<file path="src/rtl/seq_pkg.sv">
// seq_pkg: shared types and field constants for the datapath sequencer.
package seq_pkg;

   // One state per control step of the fetch/execute sequence
   typedef enum logic [2:0] {
      S_IDLE = 3'd0,
      S_T0   = 3'd1,
      S_T1   = 3'd2,
      S_T2   = 3'd3,
      S_T3   = 3'd4,
      S_T4   = 3'd5,
      S_T5   = 3'd6,
      S_T6   = 3'd7
   } state_t;

   localparam int OPCODE_W    = 5;   // opcode occupies the top bits of IR
   localparam int ALU_CTRL_W  = 4;   // low opcode bits drive the ALU directly
   localparam int ILLEGAL_BIT = 4;   // opcodes with this bit set are rejected

endpackage

</file>
<file path="src/rtl/onehot_dec.sv">
// onehot_dec: register index plus enable to a one-hot select vector.
module onehot_dec #(
   parameter int N = 16,
   parameter int W = (N > 1) ? $clog2(N) : 1
) (
   input  logic [W-1:0] idx,
   input  logic         en,
   output logic [N-1:0] onehot
);

   // Each output bit compares the index against its own position
   for (genvar gi = 0; gi < N; gi++) begin : g_bit
      assign onehot[gi] = en && (idx == W'(gi));
   end

endmodule

</file>
<file path="src/rtl/datapath_sequencer.sv">
// datapath_sequencer: single-instruction fetch/execute control FSM.
// Build option: define SEQ_MEM_WAIT_EN to make T2 stall until mem_ready;
// without it mem_ready is ignored and T2 always lasts one cycle.
module datapath_sequencer
   import seq_pkg::*;
#(
   parameter int DATA_W   = 32,
   parameter int NUM_REGS = 16
) (
   input  logic                  clk,
   input  logic                  reset,
   input  logic                  start,
   input  logic                  mem_ready,
   input  logic [DATA_W-1:0]     ir,
   output logic                  pc_out,
   output logic                  pc_in,
   output logic                  mar_in,
   output logic                  inc_pc,
   output logic                  z_in,
   output logic                  zlo_out,
   output logic                  md_read,
   output logic                  mdr_in,
   output logic                  mdr_out,
   output logic                  ir_in,
   output logic                  ry_in,
   output logic [NUM_REGS-1:0]   reg_out_sel,
   output logic [NUM_REGS-1:0]   reg_in_sel,
   output logic [ALU_CTRL_W-1:0] alu_ctrl,
   output logic                  busy,
   output logic                  done,
   output logic                  illegal
);

   localparam int RW        = $clog2(NUM_REGS);
   localparam int FIELD_LSB = DATA_W - OPCODE_W - 3 * RW;

   state_t              state;
   state_t              state_next;
   logic [OPCODE_W-1:0] opcode;
   logic [RW-1:0]       ra;
   logic [RW-1:0]       rb;
   logic [RW-1:0]       rc;
   logic                illegal_op;
   logic                in_t4;      // registered "now in T4"
   logic                in_t5;      // registered "now in T5"
   logic                out_en;
   logic [RW-1:0]       out_idx;

   // IR fields are taken live: IR is only valid once T3 has loaded it
   assign opcode     = ir[DATA_W-1 -: OPCODE_W];
   assign ra         = ir[DATA_W-1-OPCODE_W -: RW];
   assign rb         = ir[DATA_W-1-OPCODE_W-RW -: RW];
   assign rc         = ir[DATA_W-1-OPCODE_W-2*RW -: RW];
   assign illegal_op = opcode[ILLEGAL_BIT];

   if (FIELD_LSB > 0) begin : g_ir_low
      logic unused_ir_low;
      assign unused_ir_low = ^ir[FIELD_LSB-1:0];
   end

   // State register; reset abandons any instruction in flight
   always_ff @(posedge clk or posedge reset) begin
      if (reset) state <= S_IDLE;
      else       state <= state_next;
   end

   // Next-state sequencing; start only matters in IDLE and T6
   always_comb begin
      state_next = state;
      case (state)
         S_IDLE: if (start) state_next = S_T0;
         S_T0:   state_next = S_T1;
         S_T1:   state_next = S_T2;
`ifdef SEQ_MEM_WAIT_EN
         S_T2:   if (mem_ready) state_next = S_T3;
`else
         S_T2:   state_next = S_T3;
`endif
         S_T3:   state_next = S_T4;
         S_T4:   state_next = illegal_op ? S_IDLE : S_T5;
         S_T5:   state_next = S_T6;
         S_T6:   state_next = start ? S_T0 : S_IDLE;
         default: state_next = S_IDLE;
      endcase
   end

   // Strobes decoded from the state being entered so they are glitch-free flops
   always_ff @(posedge clk or posedge reset) begin
      if (reset) begin
         pc_out  <= 1'b0;
         mar_in  <= 1'b0;
         inc_pc  <= 1'b0;
         z_in    <= 1'b0;
         zlo_out <= 1'b0;
         pc_in   <= 1'b0;
         md_read <= 1'b0;
         mdr_out <= 1'b0;
         ir_in   <= 1'b0;
         in_t4   <= 1'b0;
         in_t5   <= 1'b0;
         done    <= 1'b0;
         busy    <= 1'b0;
      end else begin
         pc_out  <= (state_next == S_T0);
         mar_in  <= (state_next == S_T0);
         inc_pc  <= (state_next == S_T0);
         z_in    <= (state_next == S_T0) || (state_next == S_T5);
         zlo_out <= (state_next == S_T1) || (state_next == S_T6);
         pc_in   <= (state_next == S_T1);
         md_read <= (state_next == S_T2);
         mdr_out <= (state_next == S_T3);
         ir_in   <= (state_next == S_T3);
         in_t4   <= (state_next == S_T4);
         in_t5   <= (state_next == S_T5);
         done    <= (state_next == S_T6);
         busy    <= (state_next != S_IDLE);
      end
   end

`ifdef SEQ_MEM_WAIT_EN
   // Capture read data only in the T2 cycle where memory actually returns it
   assign mdr_in = md_read & mem_ready;
`else
   assign mdr_in = md_read;
   logic unused_mem_ready;
   assign unused_mem_ready = mem_ready;
`endif

   // Operand/ALU controls combine the registered phase with the loaded IR
   assign illegal  = in_t4 & illegal_op;
   assign ry_in    = in_t4 & ~illegal_op;
   assign out_en   = ry_in | in_t5;
   assign out_idx  = in_t5 ? rc : rb;
   assign alu_ctrl = in_t5 ? opcode[ALU_CTRL_W-1:0] : '0;

   onehot_dec #(.N(NUM_REGS), .W(RW)) u_out_dec (
      .idx    (out_idx),
      .en     (out_en),
      .onehot (reg_out_sel)
   );

   // Writeback happens only in T6, which is also the done cycle
   onehot_dec #(.N(NUM_REGS), .W(RW)) u_in_dec (
      .idx    (ra),
      .en     (done),
      .onehot (reg_in_sel)
   );

endmodule

</file>
<file path="config.mk">
export PLATFORM = sky130hd
export DESIGN_NAME = datapath_sequencer
export DESIGN_NICKNAME = d
export VERILOG_FILES = /design/src/rtl/seq_pkg.sv /design/src/rtl/onehot_dec.sv /design/src/rtl/datapath_sequencer.sv
export SDC_FILE = /design/constraint.sdc
export NUM_CORES = 1
export LEC_CHECK = 0
export CAP_MARGIN = 20
export CORE_AREA = 8 8 64 66
export DETAILED_ROUTE_END_ITERATION = 6
export DIE_AREA = 0 0 72 74
export GPL_TIMING_DRIVEN = 1
export PLACE_DENSITY_LB_ADDON = 0.12
export SYNTH_ARGS = -nofsm -noshare
export SYNTH_HDL_FRONTEND = slang
export SYNTH_SLANG_ARGS = --single-unit
</file>
<file path="constraint.sdc">
create_clock -name clk -period 1.55 [get_ports clk]
set_clock_uncertainty 0.05 [all_clocks]
set_input_delay 0.2325 -clock clk [delete_from_list [all_inputs] [get_ports clk]]
set_output_delay 0.2325 -clock clk [all_outputs]
set_load 0.01 [all_outputs]
</file>
==> out/qor.yml <==
status: "complete, but fails checks"
violations: "setup timing"
htreeDepth: 1
fin_ws_ps: -255
tightest_slew_ps: 478
max_freq_mhz: 554
clock_path_buffers: 2
nets: 232
synth_fp_nets: 149
drive_gt1_frac: 0.426
synth_cells: 113
core_sq_um: 3180
cp.required_ps: 1270
arrival_ps: 1520
grt_max_degree: 14
fin_crit_ps: 1800
area_growth_pct: 90.2
fill_cells: 326
portBuffers: 69
row_count: 21
gp_congestion: 0.776
leakagePower_nw: 0.834
hold_class: "in2async"
vdd_drop_max_mv: 0.764
path_clk_slew_ps: 80
grt_antenna_before_repair: 0
cts_buffers: 3
startpoint_type: "flop"
die_w_microns: 72
first_pass_iters: 4
drc_errors: 0
synth_area_sq_um: 893
post_dp_cell_area_sq_um: 1670
final_cell_area_sq_um: 1700
clock_latency_ps: 270
synth_cell_type_count: 34
largest-register: "state"
yosysWarnings: 0
start_util: 0.281
avgViaCountPerCell: 4.47
ios: 86
power_density_nw_per_um2: 1040
dieHeight_microns: 74
path_class: "reg2out"
clock-sinks: 13
hold_viol: 0
ant_nets: 0
grt_overflow: 0
max_slew_margin: 0.681
antennaDiodeCount: 0
first_global_vias: 1114
largest_reg_flops: 3
routedWlPerCell_microns: 13.8
setup_viol: 20
fin_crit_sh: 1.16
dp_hpwl_microns: 2570
grt_pass1_wl_microns: 5270
vias: 1077
cts_tree: "yes"
rsz0062_at_grt: "true"
track_usage: 0.122
synth_top_cell_by_area: "dfrtp_1"
synth_seq_cells: 13
drt-initial-drc-count: 42
slew_violations: 0
synth_top_area_frac: 0.364
fp.dieArea_sq_um: 5330
drv_cap: 0
yosysSeqAreaShare: 0.364
routed_wl_microns: 3340
cp-end-kind: "primary output"
ctsRootBufferMaster: "clkbuf_4"
synth_area_leaders: "dfrtp_1 36%, nor2_1 14%, and2_1 4.9%"
cp_max_fo: 5
hold_slack_ps: 216
syn_avg_cell_area_sq_um: 7.91
-- timing repair --
item / in CTS / in global routing
resized for setup: 162 / 25
pin swaps: 22 / 9
endpoints found under the hold margin: 0 / 0
setup endpoints to repair: 39 / 36
gates cloned: 0 / 0
buffers inserted: 6 / 0
hold buffers: 0 / 0
-- worst max-delay path: stages (launching register included) --
cell and delay [ps]:
dfrtp_2 450, buf_6 140, mux2i_4 250, buf_6 130
o21ai_4 60, nor2_1 90, buf_2 140
-- power by group --
part	total (mW)	leakage (nW)	switching, mW	internal (mW)
clock	0.204	0.0177	0.108	0.0956
combinational	0.934	0.651	0.392	0.542
sequential	0.626	0.165	0.152	0.474
total	1.76	0.834	0.652	1.11
-- cell usage in the layout (no fill, tap or decap), types with 2 or more instances in the layout --
cell / n
and2_1: 5
dlygate4sd2_1: 7
nor2_2: 3
o21ai_4: 3
nand3b_1: 2
o21ai_0: 2
nor3_1: 4
clkbuf_2: 4
inv_1: 4
nand2_1: 4
buf_6: 7
and2_4: 2
clkbuf_4: 3
buf_4: 13
nor2_1: 31
nor3_2: 3
clkdlybuf4s50_1: 24
nand2b_1: 3
buf_2: 30
dfrtp_1: 12
-- cells by family after synthesis --
family                 count (synthesis)  share of synthesized area
AO/OA/AOI/OAI                         15                      0.122
multiplexers                           2                     0.0238
AND/OR/NAND/NOR                       70                      0.402
buffers and inverters                 13                     0.0882
flip-flops                            13                      0.364
-- worst paths after layout --
check / startpoint / endpoint / slack, ps / depth (start not counted)
max: in_t5 / reg_out_sel[2] / -250 / 6
min: reset / state[2] / 220 / 2
max reg2reg: state[1] / z_in / 270 / 3
min reg2reg: state[2] / md_read / 580 / 1
max in group asynchronous: reset / in_t5 / 880 / 2
min in group clk: ir[31] / in_t5 / 450 / 3
-- per-layer routing --
layer | up-vias | global-route usage | share of wire
met3 | 4 | 0.0296 | 0.060
li1 | 539 | - | -
met2 | 38 | 0.231 | 0.52
met1 | 496 | 0.126 | 0.41
met5 | - | 0 | 0
met4 | 0 | 0.0476 | 0.0093
-- stage by stage --
step / util / TNS, ps / instances / total power, mW / worst slack [ps]
3_3_place_gp: 0.525 / -17930 / 231 / 1.47 / -637
3_5_place_dp: 0.525 / -18440 / 231 / 1.50 / -654
4_1_cts: 0.529 / -3860 / 241 / 1.76 / -268
2_1_floorplan: - / 0 / 113 / 1.09 / 84.0
5_1_grt: 0.534 / -5630 / 241 / 1.90 / -375
6_report: 0.534 / -3770 / 241 / 1.76 / -255
-- area by class of cell --
class                      instances  area (sq um)  area share
clock buffer                       3          22.5      0.0133
inverter                           4          15.0     0.00884
clock inverter                     1          5.00     0.00295
multi-input combinational         87           602       0.354
tap                               46          57.6      0.0339
sequential                        13           327       0.192
timing repair buffer              87           671       0.395
-- synth_stat cells (all sizes together) --
master and number:
o2bb2ai 1, nand3b 2, nor3 7, inv 4, o2111ai 1, a31oi 1, and2 7, o41a 1
and4bb 1, a21boi 1, or3b 1, and3 1, or3 1, a21o 1, or2 2, a21oi 1
nor2 34, nand2 4, and3b 1, a32oi 1, nor2b 2, mux2 1, mux2i 1, dfrtp 13
nand3 2, nor4b 1, o32a 1, o21ai 6, nand2b 4, buf 9
(Power assumes the default switching activity.)
